`config.mk`:
```
export PLATFORM = sky130hd
export DESIGN_NAME = serial_iot_sequencer
export DESIGN_NICKNAME = d
export VERILOG_FILES = /design/src/rtl/serial_iot_sequencer_pkg.sv /design/src/rtl/serial_iot_sequencer_char_fifo.sv /design/src/rtl/serial_iot_sequencer.sv
export SDC_FILE = /design/constraint.sdc
export NUM_CORES = 1
export LEC_CHECK = 0
export CAP_MARGIN = 20
export CORE_MARGIN = 8
export CORE_UTILIZATION = 50
export DETAILED_ROUTE_END_ITERATION = 7
export PLACE_DENSITY = 0.86
export SLEW_MARGIN = 20
export SYNTH_ARGS = -nofsm -noshare
export SYNTH_HDL_FRONTEND = slang
export SYNTH_SLANG_ARGS = --single-unit
```
`constraint.sdc`:
```
create_clock -name clock -period 4.5 [get_ports clock]
set_clock_uncertainty 0.1 [all_clocks]
set_input_delay 0.45 -clock clock [delete_from_list [all_inputs] [get_ports clock]]
set_output_delay 0.45 -clock clock [all_outputs]
set_load 0.02 [all_outputs]
```
`src/rtl/serial_iot_sequencer_pkg.sv`:
```
// Shared encodings for the serial console IOT sequencer: major-state codes,
// sequencer op codes and PDP-8 IOT word construction.
package serial_iot_sequencer_pkg;

    // Major-state code of the IOT execution slot.
    localparam logic [4:0] F1 = 5'd1;

    // Sequencer ops; each one is the IOT currently presented to the serial block.
    localparam logic [2:0] OP_PRIME = 3'd0;
    localparam logic [2:0] OP_TSF   = 3'd1;
    localparam logic [2:0] OP_TLS   = 3'd2;
    localparam logic [2:0] OP_KSF   = 3'd3;
    localparam logic [2:0] OP_KRB   = 3'd4;
    localparam logic [2:0] OP_NOP   = 3'd5;

    localparam logic [2:0]  IOT_MAJOR   = 3'o6;
    localparam logic [2:0]  IOT_FN_SKIP = 3'o1;
    localparam logic [2:0]  IOT_FN_XFER = 3'o6;
    localparam logic [11:0] NOP_WORD    = 12'o7000;

    function automatic logic [11:0] iot_word(input logic [5:0] dev, input logic [2:0] fn);
        return {IOT_MAJOR, dev, fn};
    endfunction

endpackage

```
`src/rtl/serial_iot_sequencer_char_fifo.sv`:
```
// Synchronous 8-bit character FIFO with full/empty flags and a look-ahead
// non-empty flag describing occupancy after the current edge.
module serial_iot_sequencer_char_fifo #(
    parameter int DEPTH = 4
) (
    input  logic       clock,
    input  logic       reset,
    input  logic       push,
    input  logic [7:0] push_data,
    input  logic       pop,
    output logic [7:0] head,
    output logic       full,
    output logic       empty,
    output logic       nonempty_next
);

    localparam int             AW         = $clog2(DEPTH);
    localparam logic [AW:0]    FULL_COUNT = (AW + 1)'(DEPTH);

    logic [7:0]    mem_q [DEPTH];
    logic [7:0]    mem_d [DEPTH];
    logic [AW-1:0] wr_ptr_q, wr_ptr_d;
    logic [AW-1:0] rd_ptr_q, rd_ptr_d;
    logic [AW:0]   count_q, count_d;
    logic          do_push_s;
    logic          do_pop_s;

    assign full          = (count_q == FULL_COUNT);
    assign empty         = (count_q == '0);
    assign head          = mem_q[rd_ptr_q];
    assign do_pop_s      = pop & ~empty;
    // A pop frees the slot the same edge, so a push into a full FIFO is legal then.
    assign do_push_s     = push & (~full | do_pop_s);
    assign nonempty_next = (count_d != '0);

    // Next-state pointers, occupancy and storage.
    always_comb begin
        mem_d    = mem_q;
        wr_ptr_d = wr_ptr_q;
        rd_ptr_d = rd_ptr_q;
        count_d  = count_q;
        if (do_push_s) begin
            mem_d[wr_ptr_q] = push_data;
            wr_ptr_d        = wr_ptr_q + AW'(1);
        end else begin
            wr_ptr_d = wr_ptr_q;
        end
        if (do_pop_s) begin
            rd_ptr_d = rd_ptr_q + AW'(1);
        end else begin
            rd_ptr_d = rd_ptr_q;
        end
        case ({do_push_s, do_pop_s})
            2'b10:   count_d = count_q + (AW + 1)'(1);
            2'b01:   count_d = count_q - (AW + 1)'(1);
            default: count_d = count_q;
        endcase
    end

    // FIFO state registers.
    always_ff @(posedge clock or posedge reset) begin
        if (reset) begin
            for (int i = 0; i < DEPTH; i++) begin
                mem_q[i] <= 8'h00;
            end
            wr_ptr_q <= '0;
            rd_ptr_q <= '0;
            count_q  <= '0;
        end else begin
            mem_q    <= mem_d;
            wr_ptr_q <= wr_ptr_d;
            rd_ptr_q <= rd_ptr_d;
            count_q  <= count_d;
        end
    end

endmodule

```
`src/rtl/serial_iot_sequencer.sv`:
```
// Programmed-I/O scheduler for the KL8E-style console: issues one TTY IOT per
// IOT slot. Optional feature macro: SERIAL_ECHO_EN (echo received chars to TX).
module serial_iot_sequencer
    import serial_iot_sequencer_pkg::*;
#(
    parameter int         FIFO_DEPTH  = 4,
    parameter logic [4:0] IOT_STATE   = F1,
    parameter logic [5:0] TX_DEV      = 6'o04,
    parameter logic [5:0] RX_DEV      = 6'o03,
    parameter int         STALL_POLLS = 4095
) (
    input  logic        clock,
    input  logic        reset,
    input  logic [4:0]  state,
    input  logic        skip,
    input  logic [0:7]  rx_bus,
    output logic [0:11] instruction,
    output logic [0:11] ac,
    input  logic [0:7]  tx_data,
    input  logic        tx_valid,
    output logic        tx_ready,
    output logic [0:7]  rx_data,
    output logic        rx_valid,
    input  logic        rx_ready,
    output logic        tx_stall
);

    localparam int          CW          = $clog2(STALL_POLLS + 1);
    localparam logic [CW-1:0] STALL_LIMIT = CW'(STALL_POLLS);

    logic [2:0]    op_q, op_d;
    logic [11:0]   instruction_q, instruction_d;
    logic [11:0]   ac_q, ac_d;
    logic [7:0]    rx_data_q, rx_data_d;
    logic          rx_valid_q, rx_valid_d;
    logic          tx_stall_q, tx_stall_d;
    logic [CW-1:0] poll_cnt_q, poll_cnt_d;

    logic          slot_s;
    logic          rx_open_s;
    logic          fifo_push_s;
    logic          fifo_pop_s;
    logic [7:0]    fifo_wdata_s;
    logic [7:0]    fifo_head_s;
    logic          fifo_full_s;
    logic          fifo_empty_s;
    logic          fifo_nonempty_next_s;

    function automatic logic [11:0] op_iot_word(input logic [2:0] op);
        case (op)
            OP_PRIME: return iot_word(TX_DEV, IOT_FN_XFER);
            OP_TSF:   return iot_word(TX_DEV, IOT_FN_SKIP);
            OP_TLS:   return iot_word(TX_DEV, IOT_FN_XFER);
            OP_KSF:   return iot_word(RX_DEV, IOT_FN_SKIP);
            OP_KRB:   return iot_word(RX_DEV, IOT_FN_XFER);
            default:  return NOP_WORD;
        endcase
    endfunction

    assign slot_s     = (state == IOT_STATE);
    assign rx_open_s  = ~rx_valid_q | rx_ready;
    assign fifo_pop_s = slot_s & (op_q == OP_TLS);

`ifdef SERIAL_ECHO_EN
    logic krb_slot_s;

    // The echoed char owns the push port during a KRB slot; it is dropped if full.
    assign krb_slot_s   = slot_s & (op_q == OP_KRB);
    assign tx_ready     = ~fifo_full_s & ~krb_slot_s;
    assign fifo_push_s  = (krb_slot_s & ~fifo_full_s) | (tx_valid & tx_ready);
    assign fifo_wdata_s = krb_slot_s ? rx_bus : tx_data;
`else
    assign tx_ready     = ~fifo_full_s;
    assign fifo_push_s  = tx_valid & tx_ready;
    assign fifo_wdata_s = tx_data;
`endif

    serial_iot_sequencer_char_fifo #(
        .DEPTH (FIFO_DEPTH)
    ) u_char_fifo (
        .clock         (clock),
        .reset         (reset),
        .push          (fifo_push_s),
        .push_data     (fifo_wdata_s),
        .pop           (fifo_pop_s),
        .head          (fifo_head_s),
        .full          (fifo_full_s),
        .empty         (fifo_empty_s),
        .nonempty_next (fifo_nonempty_next_s)
    );

    // Op sequencing, rx holding register and stall accounting.
    always_comb begin
        op_d          = op_q;
        instruction_d = instruction_q;
        ac_d          = ac_q;
        rx_data_d     = rx_data_q;
        rx_valid_d    = rx_valid_q;
        poll_cnt_d    = poll_cnt_q;
        tx_stall_d    = tx_stall_q;

        if (rx_valid_q && rx_ready) begin
            rx_valid_d = 1'b0;
        end else begin
            rx_valid_d = rx_valid_q;
        end

        if (slot_s) begin
            case (op_q)
                OP_PRIME: op_d = OP_NOP;
                OP_TSF: begin
                    if (skip) begin
                        op_d       = OP_TLS;
                        poll_cnt_d = '0;
                    end else begin
                        // Failed output poll hands the slot to the receiver if it can take a char.
                        op_d = rx_open_s ? OP_KSF : OP_TSF;
                        if (poll_cnt_q != STALL_LIMIT) begin
                            poll_cnt_d = poll_cnt_q + CW'(1);
                        end else begin
                            poll_cnt_d = poll_cnt_q;
                        end
                    end
                end
                OP_TLS: begin
                    if (rx_open_s) begin
                        op_d = OP_KSF;
                    end else begin
                        op_d = fifo_nonempty_next_s ? OP_TSF : OP_NOP;
                    end
                end
                OP_KSF: begin
                    if (skip) begin
                        op_d = OP_KRB;
                    end else begin
                        op_d = fifo_nonempty_next_s ? OP_TSF : OP_KSF;
                    end
                end
                OP_KRB: begin
                    rx_data_d  = rx_bus;
                    rx_valid_d = 1'b1;
                    op_d       = fifo_nonempty_next_s ? OP_TSF : OP_NOP;
                end
                OP_NOP: begin
                    if (fifo_nonempty_next_s) begin
                        op_d = OP_TSF;
                    end else begin
                        op_d = rx_open_s ? OP_KSF : OP_NOP;
                    end
                end
                default: op_d = OP_NOP;
            endcase
            instruction_d = op_iot_word(op_d);
            ac_d          = (op_d == OP_TLS) ? {4'b0000, fifo_head_s} : 12'o0000;
        end else begin
            op_d          = op_q;
            instruction_d = instruction_q;
            ac_d          = ac_q;
        end

        if (poll_cnt_d == STALL_LIMIT) begin
            tx_stall_d = 1'b1;
        end else begin
            tx_stall_d = tx_stall_q;
        end
    end

    // Sequencer and output registers.
    always_ff @(posedge clock or posedge reset) begin
        if (reset) begin
            op_q          <= OP_PRIME;
            instruction_q <= iot_word(TX_DEV, IOT_FN_XFER);
            ac_q          <= 12'o0000;
            rx_data_q     <= 8'h00;
            rx_valid_q    <= 1'b0;
            poll_cnt_q    <= '0;
            tx_stall_q    <= 1'b0;
        end else begin
            op_q          <= op_d;
            instruction_q <= instruction_d;
            ac_q          <= ac_d;
            rx_data_q     <= rx_data_d;
            rx_valid_q    <= rx_valid_d;
            poll_cnt_q    <= poll_cnt_d;
            tx_stall_q    <= tx_stall_d;
        end
    end

    assign instruction = instruction_q;
    assign ac          = ac_q;
    assign rx_data     = rx_data_q;
    assign rx_valid    = rx_valid_q;
    assign tx_stall    = tx_stall_q;

endmodule
```
# --- After elaboration in Yosys (flattened, before gate mapping) ---
# Cells that the tools add are included.
totals:
  ff_bits: 88
  latch_bits: 0
  ramBits: 0
  mem_bits_ro: 0
  in_bits: 26
  wordCells: 81
  n_memories: 0
classes:
  n_addsub: 5
  mul: 0
  div: 0
  n_lt_le_gt_ge: 3
  n_eq_ne: 15
  shifts: 0
  muxes: 26
  bitwise: 11
  n_reduce_logical: 7
op_table:
  columns: ["operator", "count"]
  rows:
  - ["$mux 12", 4]
  - ["$pmux 10 s4", 1]
  - ["$bwmux 32", 1]
  - ["$mux 8", 4]
  - ["$mux 3", 6]
  - ["$bmux 8 s2", 1]
  - ["$demux 8 s2", 1]
  - ["$pmux 3 s5", 1]
  - ["$add 12x1->12 const B", 1]
  - ["$eq 12x12->1 const B", 1]
  - ["$eq 3x2->1 const B", 4]
  - ["$eq 3x3->1 const B", 4]
  - ["$ne 12x12->1 const B", 1]
  - ["$eq 3x1->1 const B", 2]
  - ["$ge 3x3->1 const B", 2]
  - ["$logic_not 3->1", 2]
  - ["$mux 2", 3]
  - ["$not 2->3", 2]
  - ["$pmux 3 s2", 1]
  - ["$eq 5x1->1 const B", 1]
  - ["$add 2x1->2 const B", 2]
  - ["$and 1x1->1", 4]
  - ["$add 3x1->3 const B", 1]
  - ["$lt 3x1->1 const B", 1]
  - ["10 further kinds", 16]

# --- Depth between registers and ports, before layout ---
# Gate-level depths: netlist of run 1.
depth:
  ltp_word: 15
  ltp_mapped: 14

# --- Cells and area by module ---
# A second synthesis of run 1 with hierarchy kept.
hier_totals:
  cells_unflattened: 318
  hier_area_um2: 3883.7
by_module_without_submodules:
  columns: ["module", "instances", "cells_each", "area_per_inst_um2"]
  rows:
  - ["serial_iot_sequencer", 1, 200, 2064.5]
  - ["serial_iot_sequencer_char_fifo", 1, 118, 1819.2]

# --- Worst setup path before layout of run 1 ---
# OpenSTA, ideal clock, no wires.
synth_path:
  kind: "input -> register"
  start: "in state[1]"
  end: "reg instruction_q[4], in the netlist instruction[7]"
  arrival_ps: 3073
  setup_slack_ps: 1197
  stages: 13
  path_cell_list: "nor4b_2 > nand2b_1 > clkbuf_1 > nor2_1 > ha_1 > inv_1 > fa_1 > xor2_1 > or3_1 > nand4_1 > and4_1 > nor3b_1 > nor3_1"
synth_via:
  elab_chain_len: 15
synth_rtl:
  columns: ["element", "line_no", "text"]
  rows:
  - ["start, declared", "serial_iot_sequencer.sv:14", "input logic [4:0] state,"]
  - ["$eq 5x1->1 *", "serial_iot_sequencer.sv:60", "assign slot_s = (state == IOT_STATE);"]
  - ["$and 1x1->1 *", "serial_iot_sequencer.sv:62", "assign fifo_pop_s = slot_s & (op_q == OP_TLS);"]
  - ["$and 1x1->1 *", "serial_iot_sequencer_char_fifo.sv:31", "assign do_pop_s = pop & ~empty;"]
  - ["named net u_char_fifo.do_pop_s", "serial_iot_sequencer_char_fifo.sv:26", "logic do_pop_s;"]
  - ["$or 1x1->1", "serial_iot_sequencer_char_fifo.sv:33", "assign do_push_s = push & (~full | do_pop_s);"]
  - ["$and 1x1->1", "serial_iot_sequencer_char_fifo.sv:33", null]
  - ["$eq 2x1->1 or $eq 2x2->1 (tied branches)", "serial_iot_sequencer_char_fifo.sv:53", "case ({do_push_s, do_pop_s})"]
  - ["$pmux 3 s2 *", "serial_iot_sequencer_char_fifo.sv:53", null]
  - ["$reduce_bool 3->1 *", "serial_iot_sequencer_char_fifo.sv:34", "assign nonempty_next = (count_d != '0);"]
  - ["$mux 2 or $mux 3 (tied branches)", "serial_iot_sequencer.sv:136, serial_iot_sequencer.sv:129, serial_iot_sequencer.sv:142", null]
  - ["$mux 3, on equally long branches", "serial_iot_sequencer.sv:133, serial_iot_sequencer.sv:126", null]
  - ["$pmux 3 s5 *", "serial_iot_sequencer.sv:109", "case (op_q)"]
  - ["$mux 3 *", "serial_iot_sequencer.sv:108", "if (slot_s) begin"]
  - ["$eq 3x2->1 or $logic_not 3->1 (tied branches)", "serial_iot_sequencer.sv:50", "case (op)"]
  - ["$reduce_or 2->1 (no source line)", null, null]
  - ["$pmux 10 s4 *", "serial_iot_sequencer.sv:50", null]
  - ["end signal, assigned", "serial_iot_sequencer.sv:172", "instruction_q <= iot_word(TX_DEV, IOT_FN_XFER);"]
  - ["end signal, assigned", "serial_iot_sequencer.sv:180", "instruction_q <= instruction_d;"]
  - ["end, declared", "serial_iot_sequencer.sv:32", "logic [11:0] instruction_q, instruction_d;"]
# Mark *: on every way through the listed nets, which the timed path passes. The rest lies on a longest branch. The select of a mux whose other input is x is not followed.
# A chain may end at the register's enable or synchronous reset.

# --- Final worst setup path of run 1 ---
layout_path:
  start: "in state[3]"
  end: "reg instruction_q[4], in the netlist instruction[7]"
# The elaborated chain is that of the path after synthesis.

==> summary.txt, run 1 <==
Status
  – Outcome: finished clean

Timing
  – Final period util: 78.0%
  – Final Hold Fails: 0
  – Post-Route Setup TNS: 0 ps
  – Fmax: 285 MHz
  – Final number of setup-violating endpoints: 0
  – Hold WS: 379 ps
  – Min Clock Period, post-route: 3510 ps
  – Worst-margin pin slew: 695 ps
  – RSZ-0062 raised after global routing: no
  – Final Max Slew Viols: 0
  – Slew margin rel.: 53.2%
  – Final worst slack: 991 ps

Power and ir drop
  – Power Dens Cells: 522 mW/mm^2
  – Internal power: 1.71 mW
  – LEAKAGE: 2.04 nW
  – Comb pwr share: 28.7%
  – Clk pwr share: 27.1%
  – Sw Pwr: 712 uW
  – Worst vdd ir: 0.372 mV
  – Switching Share: 29.5%
  – Sequential share of power: 44.2%

Worst setup path
  – Arrival time at the worst endpoint: 3630 ps
  – Endpoint type of the worst setup path: flop
  – Crit path max-delay family: simple AND/OR/NAND/NOR gates
  – Crit-path max cell delay: 470 ps
  – Critical-path cell list: clkdlybuf4s50_1, nor4b_2, nand2b_1, nor2_1, ha_1, inv_1, fa_1, xor2_1, or3_1, nand4_1, and4_1, nor3b_1, nor3_1
  – Slowest CP cell: clkdlybuf4s50_1
  – Worst R2R Path Depth: 11
  – RR Endpoint: instruction[7]
  – CP Launch Type: input port
  – WP buf/inv: 2
  – Reg2Reg Launch Point: op_q[1]
  – Reg2reg setup slack: 1130 ps
  – Crit path kind: input port to flop
  – Req. time, crit path: 4620 ps
  – Largest fanout on the critical path: 4

Layout
  – Fin area: 0.00463 mm^2
  – Nets: 396
  – Share of cells above drive strength 1: 22.6%
  – Antenna diodes: 0
  – Filler instances: 588
  – End-of-flow core utilization: 61.2%
  – Sequential Area: 0.00193 mm^2
  – Area of the multi-input gates: 0.00172 mm^2
  – Area growth syn-to-layout: 21.5%

Die
  – IO Pins: 61
  – Floorplan core area: 0.00757 mm^2
  – Die area: 0.0107 mm^2
  – DIE WIDTH: 103 um
  – Die Span Y: 103 um
  – Initial Util: 50.4%
  – Row count: 32

Yosys
  – Post-Synth Simple-Gate Area: 13.3%
  – Number of synthesized flops with an enable pin: 0
  – Post-synthesis compound-gate area fraction: 9.55%
  – Post-synth cell types: 59
  – Share of the synthesized area in the top cell type: 49.2%
  – Post-Synth Adder-Cell Area: 2.76%
  – Mux contribution to synthesized area: 16.8%
  – Yosys top cell by area: dfrtp_1
  – Avg Inst Size Synth: 12.2 um^2
  – Largest family of logic cells by synthesized area: multiplexers
  – Async S/R FF share, synth: 100%
  – Synth top area cells: dfrtp_1 49%, mux2_2 12%, mux4_2 4.7%
  – Yosys Warn Count: 0
  – Mapped Area: 0.00381 mm^2
  – Yosys reg bits: 77
  – Synth Area in XOR/XNOR: 1.84%
  – Cells after Synth: 312
  – Register area share after synthesis: 50.6%
  – Post-synth top flop: dfrtp_1

Clocking
  – Resize count post-CTS: 0
  – Clock sinks: 77
  – Clock root buffer: clkbuf_8
  – CTS tree: yes
  – Clk slew on worst S/H paths: 70 ps
  – CTS Buf Count: 9
  – Maximum clock path buffer count: 2
  – Post-CTS Hold Buffers: 0
  – Setup Buffers After CTS: 0
  – Clock Latency Late Sink: 350 ps
  – CTS H-tree lvls: 3

Drt
  – Wire per inst: 17.2 um
  – DRT iter0 DRCs: 97
  – Pre-antenna DRT Iters: 4
  – DRC viols: 0
  – Remaining antenna violation count: 0
  – Vias: 2624
  – DRT Wirelength: 8080 um
  – DR vias/cell: 5.58

Placement
  – Hpwl dp: 5730 um
  – GP Congestion: 0.857
  – Pre-CTS setup slack: 629 ps
  – Port-buffer cells: 51
  – Placed inst area: 0.00437 mm^2

Min path
  – Hold Path Stages: 1
  – Hold Path Class: flop to flop
  – Startpoint of the worst hold path: instruction[2]
  – WHS Endpoint: instruction[2]

GRT
  – Initial antenna violation count: 0
  – GRT overflow: 0
  – Largest net degree at the start of global routing: 45
  – Vias in the first global route: 2705
  – GRT Util Overall: 16.3%
  – First-pass GRT wire length: 13300 um

Flow run
  – MaxCap Viol Count: 0
==> placed cells by master (no fill, tap or decap), drive strengths merged, types with 7 or more instances in the layout <==
cell,n
a21oi,11
a22o,9
clkbuf,13
clkdlybuf4s50,51
conb,9
dfrtp,75
inv,16
mux2,40
mux4,8
nand2,20
nor2,12
nor4,7
o21ai,8
==> power groups by stage <==
stage / registers (mW) / clock network, mW / logic [mW]
4_1_cts: 1.07 / 0.668 / 0.700
2_1_floorplan: 1.06 / 0 / 0.495
5_1_grt: 1.10 / 0.693 / 0.763
6_report: 1.07 / 0.654 / 0.694
3_5_place_dp: 1.08 / 0 / 0.695
3_3_place_gp: 1.06 / 0 / 0.661
==> synth_stat cells, types with 3 or more instances <==
library cell  number
clkbuf_1           6
nand2_1           19
a21o_1             3
nand2b_1           5
nor4_4             3
inv_1             16
a41o_1             3
nor4_1             4
and2_1             3
nor2_1            11
a31oi_1            4
xnor2_1            6
dfrtp_1           75
o21ai_0            7
nor3_1             6
buf_4             11
ha_1               6
a21oi_1           11
nand3_1            6
o41ai_1            3
a22o_1             9
mux4_2             8
mux2_2            40
nor2b_1            3
==> metrics by stage <==
stage | std cells | total power, mW
6_report | 470 | 2.42
3_5_place_dp | 454 | 1.77
5_1_grt | 470 | 2.55
2_1_floorplan | 319 | 1.55
3_3_place_gp | 454 | 1.72
4_1_cts | 470 | 2.43
==> registers in the layout (all words and copies together) (netlist names) <==
name	cells
rx_data	8
poll_cnt_q	12
tx_stall	1
op_q	3
ac	8
instruction	5
rx_valid	1
u_char_fifo.wr_ptr_q	2
u_char_fifo.mem_q	32
u_char_fifo.rd_ptr_q	2
u_char_fifo.count_q	3
==> cell type report <==
class                   count  share of cell area [%]
flip-flops and latches     77                    41.7
clock inverters             3                    1.95
inverters                  16                    1.30
well taps                 102                    2.76
repair buffers             54                    11.5
multi-input cells         205                    37.2
clock buffers              13                    3.65
==> routing by layer <==
metal | up-vias | GRT usage, % | part of all wire (%)
met3 | 14 | 3.82 | 6.3
met1 | 1301 | 20.3 | 43
met2 | 90 | 27.0 | 49
li1 | 1219 | - | -
met5 | - | 0 | 0
met4 | 0 | 6.12 | 1.4
==> worst max-delay path by stage <==
stage             start        endpoint  slack (ps)  cells after the start
3_5_place_dp   state[3]  instruction[7]         630                     13
2_1_floorplan  state[1]  instruction[7]        1200                     13
6_report       state[3]  instruction[7]         990                     13
4_1_cts        state[3]  instruction[7]        1000                     13
3_3_place_gp   state[3]  instruction[7]         770                     13
5_1_grt        state[3]  instruction[7]         730                     13
==> cells by family (layout without fill, tap and decap cells) <==
| logic type | after synthesis | after routing |
|---|---|---|
| multiplexers | 49 | 49 |
| other | 2 | 9 |
| AO/OA/AOI/OAI | 51 | 51 |
| adder cells (fa/ha/maj) | 8 | 8 |
| flip-flops | 77 | 77 |
| buffers and inverters | 37 | 86 |
| XOR/XNOR | 8 | 8 |
| AND/OR/NAND/NOR | 80 | 80 |
(Power assumes the default switching activity.)
==> run 2, diff against run 1 <==
--- a/config.mk
+++ b/config.mk
@@ -7,9 +7,9 @@
 export LEC_CHECK = 0
 export CAP_MARGIN = 20
 export CORE_MARGIN = 8
-export CORE_UTILIZATION = 50
+export CORE_UTILIZATION = 48
 export DETAILED_ROUTE_END_ITERATION = 7
-export PLACE_DENSITY = 0.86
+export PLACE_DENSITY = 0.87
 export SLEW_MARGIN = 20
 export SYNTH_ARGS = -nofsm -noshare
 export SYNTH_HDL_FRONTEND = slang
==> constraint.sdc (replaced) <==
create_clock -name clock -period 2.9 [get_ports clock]
set_clock_uncertainty 0.1 [all_clocks]
set_input_delay 0.29 -clock clock [delete_from_list [all_inputs] [get_ports clock]]
set_output_delay 0.29 -clock clock [all_outputs]
set_load 0.02 [all_outputs]
==> run 2 against run 1 <==
Effect of this change:
- power is 55% higher
- design area increased by 4.6%
- cell count grew 4.3%
- sequential power up 52%
- hold slack worse by 150 ps
- utilization rose by 1.5 points
- die area increased by 3.5%
- critical path depth unchanged
- sequential cell count stayed put
- highest routed layer unchanged
- combinational power increased by 79%
- non-clock buffer count rose by 20
- sequential share of layout area down 1.8 points
- critical path type unchanged
==> summary.txt, run 2 (synthesis results as in run 1) <==
Status
  – Outcome: finished clean

Die
  – Die Span Y: 105 um (+1.7%)
  – Initial Util: 49.3% (-1.0 points)
  – Floorplan core area: 0.00773 mm^2 (+2.1%)
  – Die area: 0.0111 mm^2 (+3.5%)
  – DIE WIDTH: 105 um (+1.7%)
  – Row count: 32 (unchanged)
  – IO Pins: 61 (unchanged)

Placement
  – GP Congestion: 0.873 (+1.8%)
  – Port-buffer cells: 51 (unchanged)
  – Hpwl dp: 5760 um (+0.48%)
  – Placed inst area: 0.00453 mm^2 (+3.7%)
  – Pre-CTS setup slack: -479 ps (-1110 ps)

GRT
  – Met3 GRT Util: 4.67% (+0.85 points)
  – Initial antenna violation count: 0 (unchanged)
  – Largest net degree at the start of global routing: 53 (+18%)
  – Met1 GRT Util: 18.1% (-2.1 points)
  – Most Used Layer, Global Route: met2
  – Vias in the first global route: 2845 (+5.2%)
  – GRT overflow: 0 (unchanged)
  – GRT Util Overall: 15.4% (-0.90 points)
  – Grt met2 use: 25.6% (-1.4 points)
  – First-pass GRT wire length: 13700 um (+3.0%)

Worst setup path
  – Endpoint type of the worst setup path: flop
  – Worst R2R Path Depth: 13 (+2)
  – WP buf/inv: 2 (unchanged)
  – Arrival time at the worst endpoint: 2990 ps (-640 ps)
  – Critical path depth: 13 (unchanged)
  – Critical-path cell list: dlygate4sd2_1, nor4b_4, nand2b_1, nor2_4, ha_4, inv_1, fa_2, xor2_1, or3_4, nand4_1, and4_1, nor3b_4, nor3_2
  – Largest fanout on the critical path: 4 (unchanged)
  – Req. time, crit path: 3030 ps (-1590 ps)
  – Crit-path max cell delay: 390 ps (-80 ps)
  – Slowest CP cell: or3_4
  – Crit path kind: input port to flop
  – Crit path max-delay family: simple AND/OR/NAND/NOR gates
  – CP Launch Type: input port

Drt
  – DRC viols: 0 (unchanged)
  – Wire per inst: 17.2 um (-0.14%)
  – DRT iter0 DRCs: 76 (-22%)
  – Pre-antenna DRT Iters: 4 (unchanged)
  – DRT Wirelength: 8420 um (+4.1%)
  – Vias: 2732 (+4.1%)
  – Remaining antenna violation count: 0 (unchanged)
  – DR vias/cell: 5.58 (-0.13%)

Layout
  – Share of cells above drive strength 1: 30.4% (+7.9 points)
  – Filler instances: 596 (+1.4%)
  – Commonest non-fill, non-tap cells in the layout: 75 x dfrtp_1, 47 x clkdlybuf4s50_1, 40 x mux2_2, 22 x buf_4, 19 x nand2_1
  – Largest Register: u_char_fifo.mem_q
  – Antenna diodes: 0 (unchanged)
  – Area growth syn-to-layout: 27.0%
  – Area of the multi-input gates: 0.00182 mm^2 (+5.5%)
  – Most common cell after layout, fill and taps aside: dfrtp_1
  – Largest register FFs: 32 (unchanged)
  – Sequential Area: 0.00193 mm^2 (unchanged)
  – Nets: 416 (+5.1%)
  – Fin area: 0.00484 mm^2 (+4.6%)
  – End-of-flow core utilization: 62.7% (+1.5 points)
  – Largest registers: u_char_fifo.mem_q x32, poll_cnt_q x12

Clocking
  – CTS tree: yes
  – Post-CTS Hold Buffers: 0 (unchanged)
  – Clock Latency Late Sink: 350 ps (about the same)
  – Maximum clock path buffer count: 2 (unchanged)
  – Clk slew on worst S/H paths: 80 ps (about the same)
  – Clock sinks: 77 (unchanged)
  – CTS H-tree lvls: 3 (unchanged)
  – CTS Buf Count: 9 (unchanged)
  – Clock root buffer: clkbuf_8

Timing
  – Final worst slack: 41.0 ps (-950 ps)
  – Final number of setup-violating endpoints: 0 (unchanged)
  – Hold WS: 232 ps (-147 ps)
  – Final Hold Fails: 0 (unchanged)
  – Final period util: 98.6%
  – Worst-margin pin slew: 703 ps (+7.98 ps)
  – Final Max Slew Viols: 0 (unchanged)
  – Fmax: 350 MHz
  – Min Clock Period, post-route: 2860 ps
  – Slew margin rel.: 52.7% (-0.54 points)

Power and ir drop
  – Final Power: 3.74 mW (+55%)
  – LEAKAGE: 2.15 nW (+5.6%)
  – Worst vdd ir: 0.447 mV (+20%)
  – Power Dens Cells: 771 mW/mm^2 (+48%)

Min path
  – Hold Path Class: input port to async pin

Flow run
  – MaxCap Viol Count: 0 (unchanged)
-- run 2: cell count changes in the layout (fill, tap and decap cells not counted), sizes merged --
cell	before	now
buf	3	23
bufinv	3	1
clkbuf	13	11
clkdlybuf4s50	51	47
clkinv	0	2
dlygate4sd2	0	3
dlymetal6s2s	0	1
inv	16	18
-- run 2: area by class of cell --
type,count,area share (%)
multi-input combinational,205,37.5
clock buffer,11,3.13
inverter,16,1.24
timing repair buffer,74,14.3
clock inverter,5,1.34
tap,102,2.63
sequential,77,39.8
-- run 2: what timing repair did --
item | CTS | global route
setup buffers | 2 | 5
pin swaps | 3 | 4
endpoints found under the setup margin | 4 | 6
gates resized for setup | 9 | 6
gates cloned | 0 | 0
-- run 2: report_power, final --
group,internal (mW),switching [mW],total (mW)
registers,1.42,0.205,1.63
clock network,0.454,0.412,0.866
logic,0.655,0.589,1.24
-- run 2: worst paths after layout --
kind	start	slack (ps)	end
max	state[2]	40	instruction[7]
min	reset	230	ac[7]
max reg2reg	u_char_fifo.count_q[0]	50	instruction[7]
min reg2reg	instruction[11]	380	instruction[11]
max in group asynchronous	reset	1760	instruction[9]
min in group clock	instruction[11]	380	instruction[11]
-- run 2: worst register-to-register path, cell delays in order, from the launching register on --
cell and delay, ps:
dfrtp_1 420, inv_2 100, nand3_4 70, and2_1 200, inv_2 80, ha_4 120, inv_1 50, fa_2 330
xor2_1 160, or3_4 390, nand4_1 160, and4_1 250, nor3b_4 230, nor3_2 70
-- run 2: per-stage QoR --
| step | std cells | setup TNS [ps] |
|---|---|---|
| global placement | 467 | -1790 |
| floorplan | 319 | 0 |
| detailed placement | 467 | -2260 |
| finish | 490 | 0 |
| global route | 490 | -87.0 |
| CTS | 485 | 0 |
-- run 2: metal layers --
layer / part of all wire [%] / vias up
met2: 51 / 76
met4: 1.4 / 0
met3: 4.6 / 14
met1: 43 / 1374
met5: 0 / -
li1: - / 1268
==> run 3, diff against run 2 <==
--- a/config.mk
+++ b/config.mk
@@ -6,6 +6,7 @@
 export NUM_CORES = 1
 export LEC_CHECK = 0
 export CAP_MARGIN = 20
+export CORE_ASPECT_RATIO = 1.4
 export CORE_MARGIN = 8
 export CORE_UTILIZATION = 48
 export DETAILED_ROUTE_END_ITERATION = 7
@@ -14,3 +15,4 @@
 export SYNTH_ARGS = -nofsm -noshare
 export SYNTH_HDL_FRONTEND = slang
 export SYNTH_SLANG_ARGS = --single-unit
+export TNS_END_PERCENT = 10
==> run 3 against run 2 <==
Effect of this change:
- clock power fell by 2.8%
- sequential cell count did not move
- design area rose by 0.18%
- count of clock-buffer cells in the layout rose by 2
- critical endpoint unchanged
- largest power group unchanged
==> summary.txt, run 3 (synthesis results as in run 1) <==
GRT
  – GRT Util Overall: 16.4% (+0.94 points)
  – GRT overflow: 0 (unchanged)
  – Initial antenna violation count: 0 (unchanged)
  – Largest net degree at the start of global routing: 46 (-13%)
  – First-pass GRT wire length: 14400 um (+5.3%)
  – Vias in the first global route: 2918 (+2.6%)

Die
  – Die Span Y: 121 um (+16%)
  – Die area: 0.0111 mm^2 (+0.37%)
  – Floorplan core area: 0.00775 mm^2 (+0.29%)
  – Initial Util: 49.2% (-0.14 points)
  – DIE WIDTH: 91.3 um (-13%)
  – Row count: 38 (+19%)
  – IO Pins: 61 (unchanged)

Placement
  – Pre-CTS setup slack: -499 ps (-19.8 ps)
  – GP Congestion: 0.867 (-0.60%)
  – Hpwl dp: 6260 um (+8.7%)
  – Placed inst area: 0.00454 mm^2 (+0.11%)
  – Port-buffer cells: 51 (unchanged)

Drt
  – Pre-antenna DRT Iters: 5 (+1)
  – Remaining antenna violation count: 0 (unchanged)
  – DRT Wirelength: 8760 um (+4.0%)
  – Vias: 2743 (+0.40%)
  – DRT iter0 DRCs: 127 (+67%)
  – DR vias/cell: 5.63 (+1.0%)
  – Wire per inst: 18.0 um (+4.7%)
  – DRC viols: 0 (unchanged)

Min path
  – Hold Path Class: input port to async pin

Layout
  – Antenna diodes: 0 (unchanged)
  – Largest Register: u_char_fifo.mem_q
  – Share of cells above drive strength 1: 30.2% (-0.18 points)
  – Largest register FFs: 32 (unchanged)
  – Commonest non-fill, non-tap cells in the layout: 75 x dfrtp_1, 47 x clkdlybuf4s50_1, 40 x mux2_2, 21 x buf_4, 19 x nand2_1
  – Largest registers: u_char_fifo.mem_q x32, poll_cnt_q x12
  – Nets: 415 (-0.24%)
  – Fin area: 0.00485 mm^2 (+0.18%)
  – End-of-flow core utilization: 62.6% (-0.069 points)
  – Area growth syn-to-layout: 27.3%
  – Most common cell after layout, fill and taps aside: dfrtp_1

Worst setup path
  – Crit-path max cell delay: 400 ps (about the same)
  – Worst R2R Path Depth: 12 (-1)
  – Reg2Reg Launch Point: op_q[2]
  – Critical-path cell list: nor2_2, o311ai_1, nor2_4, ha_4, inv_1, fa_1, xor2_1, or3_4, nand4_1, and4_1, nor3b_4, nor3_1
  – Crit path kind: flop to flop
  – Endpoint type of the worst setup path: flop
  – Arrival time at the worst endpoint: 2930 ps (-60 ps)
  – RR Endpoint: instruction[7]
  – CP Launch Type: flop
  – Reg2reg setup slack: 90 ps (+40 ps)
  – Req. time, crit path: 3020 ps (about the same)
  – Largest fanout on the critical path: 4 (unchanged)
  – Slowest CP cell: dfrtp_1

Power and ir drop
  – Switching Share: 32.0% (-0.26 points)
  – Worst vdd ir: 0.542 mV (+21%)
  – Sequential share of power: 43.9% (+0.4 points)
  – LEAKAGE: 2.15 nW (about the same)
  – Internal power: 2.53 mW (about the same)
  – Sw Pwr: 1.19 mW (-1.2%)
  – Clk pwr share: 22.6% (-0.6 points)
  – Comb pwr share: 33.5% (+0.2 points)
  – Power Dens Cells: 767 mW/mm^2 (-0.54%)

Timing
  – Min Clock Period, post-route: 2810 ps (-49.2 ps)
  – Post-Route Setup TNS: 0 ps (unchanged)
  – Slew margin rel.: 54.1% (+1.4 points)
  – Final Max Slew Viols: 0 (unchanged)
  – Worst-margin pin slew: 683 ps (-20.2 ps)
  – Final period util: 96.9% (-1.7 points)
  – Final number of setup-violating endpoints: 0 (unchanged)
  – Final worst slack: 90.3 ps (+49.2 ps)
  – Fmax: 356 MHz (+1.8%)
  – Final Hold Fails: 0 (unchanged)

Clocking
  – Maximum clock path buffer count: 2 (unchanged)
  – Clock Latency Late Sink: 340 ps (about the same)
  – CTS tree: yes
  – Clock root buffer: clkbuf_8
  – Clk slew on worst S/H paths: 80 ps (about the same)
  – CTS H-tree lvls: 3 (unchanged)
  – CTS Buf Count: 9 (unchanged)
  – Clock sinks: 77 (unchanged)

Status
  – Outcome: finished clean

Flow run
  – MaxCap Viol Count: 0 (unchanged)
==> run 3: per-stage QoR <==
| stage | instances | total power, mW | hold WS, ps |
|---|---|---|---|
| 2_1_floorplan | 319 | 2.44 | 341 |
| 3_3_place_gp | 466 | 2.74 | 360 |
| 3_5_place_dp | 466 | 2.82 | 366 |
| 4_1_cts | 483 | 3.71 | 112 |
| 5_1_grt | 487 | 3.93 | 137 |
| 6_report | 487 | 3.72 | 114 |
==> run 3: final cells by class <==
class,instances,area (um^2)
multi-input cells,205,1830
fillers,590,2900
clock inverters,3,42.5
well taps,100,125
clock buffers,13,169
flip-flops and latches,77,1930
repair buffers,73,691
inverters,16,62.6
==> run 3: worst max-delay path by stage <==
stage	start	to	slack, ps	depth (start not counted)
3_3_place_gp	state[1]	instruction[7]	-330	13
6_report	op_q[2]	instruction[7]	90	12
2_1_floorplan	state[1]	instruction[7]	2	13
3_5_place_dp	state[1]	instruction[7]	-500	13
5_1_grt	op_q[2]	instruction[7]	-40	12
4_1_cts	state[1]	instruction[7]	20	13
==> run 3: power groups by stage <==
stage          registers, mW  clock network [mW]  logic, mW
6_report                1.63               0.842       1.25
5_1_grt                 1.67               0.917       1.35
4_1_cts                 1.63               0.863       1.22
3_5_place_dp            1.64                   0       1.18
3_3_place_gp            1.61                   0       1.13
2_1_floorplan           1.64                   0      0.797
==> run 3: critical path: cells and delay by family, from the launching register on <==
family	cells	cell delay, ps
and+or+nand+nor	7	1320
adders and majority gates	2	510
buffers and inverters	1	40
xor gates and xnor gates	1	170
DFF	1	400
AOI/OAI and AO/OA	1	160
==> run 3: metal layers <==
metal	vias up	share of wire, %	global-route usage (%)
li1	1259	-	-
met3	15	6.5	4.83
met2	88	53	29.2
met5	-	0	0
met1	1381	38	18.2
met4	0	1.6	5.24
==> run 3: what timing repair did <==
action                                  CTS  global route
hold buffers                              0             0
endpoints found under the setup margin    2             6
buffers inserted                          1             4
pin swaps                                 2             6
resized for setup                        10             8
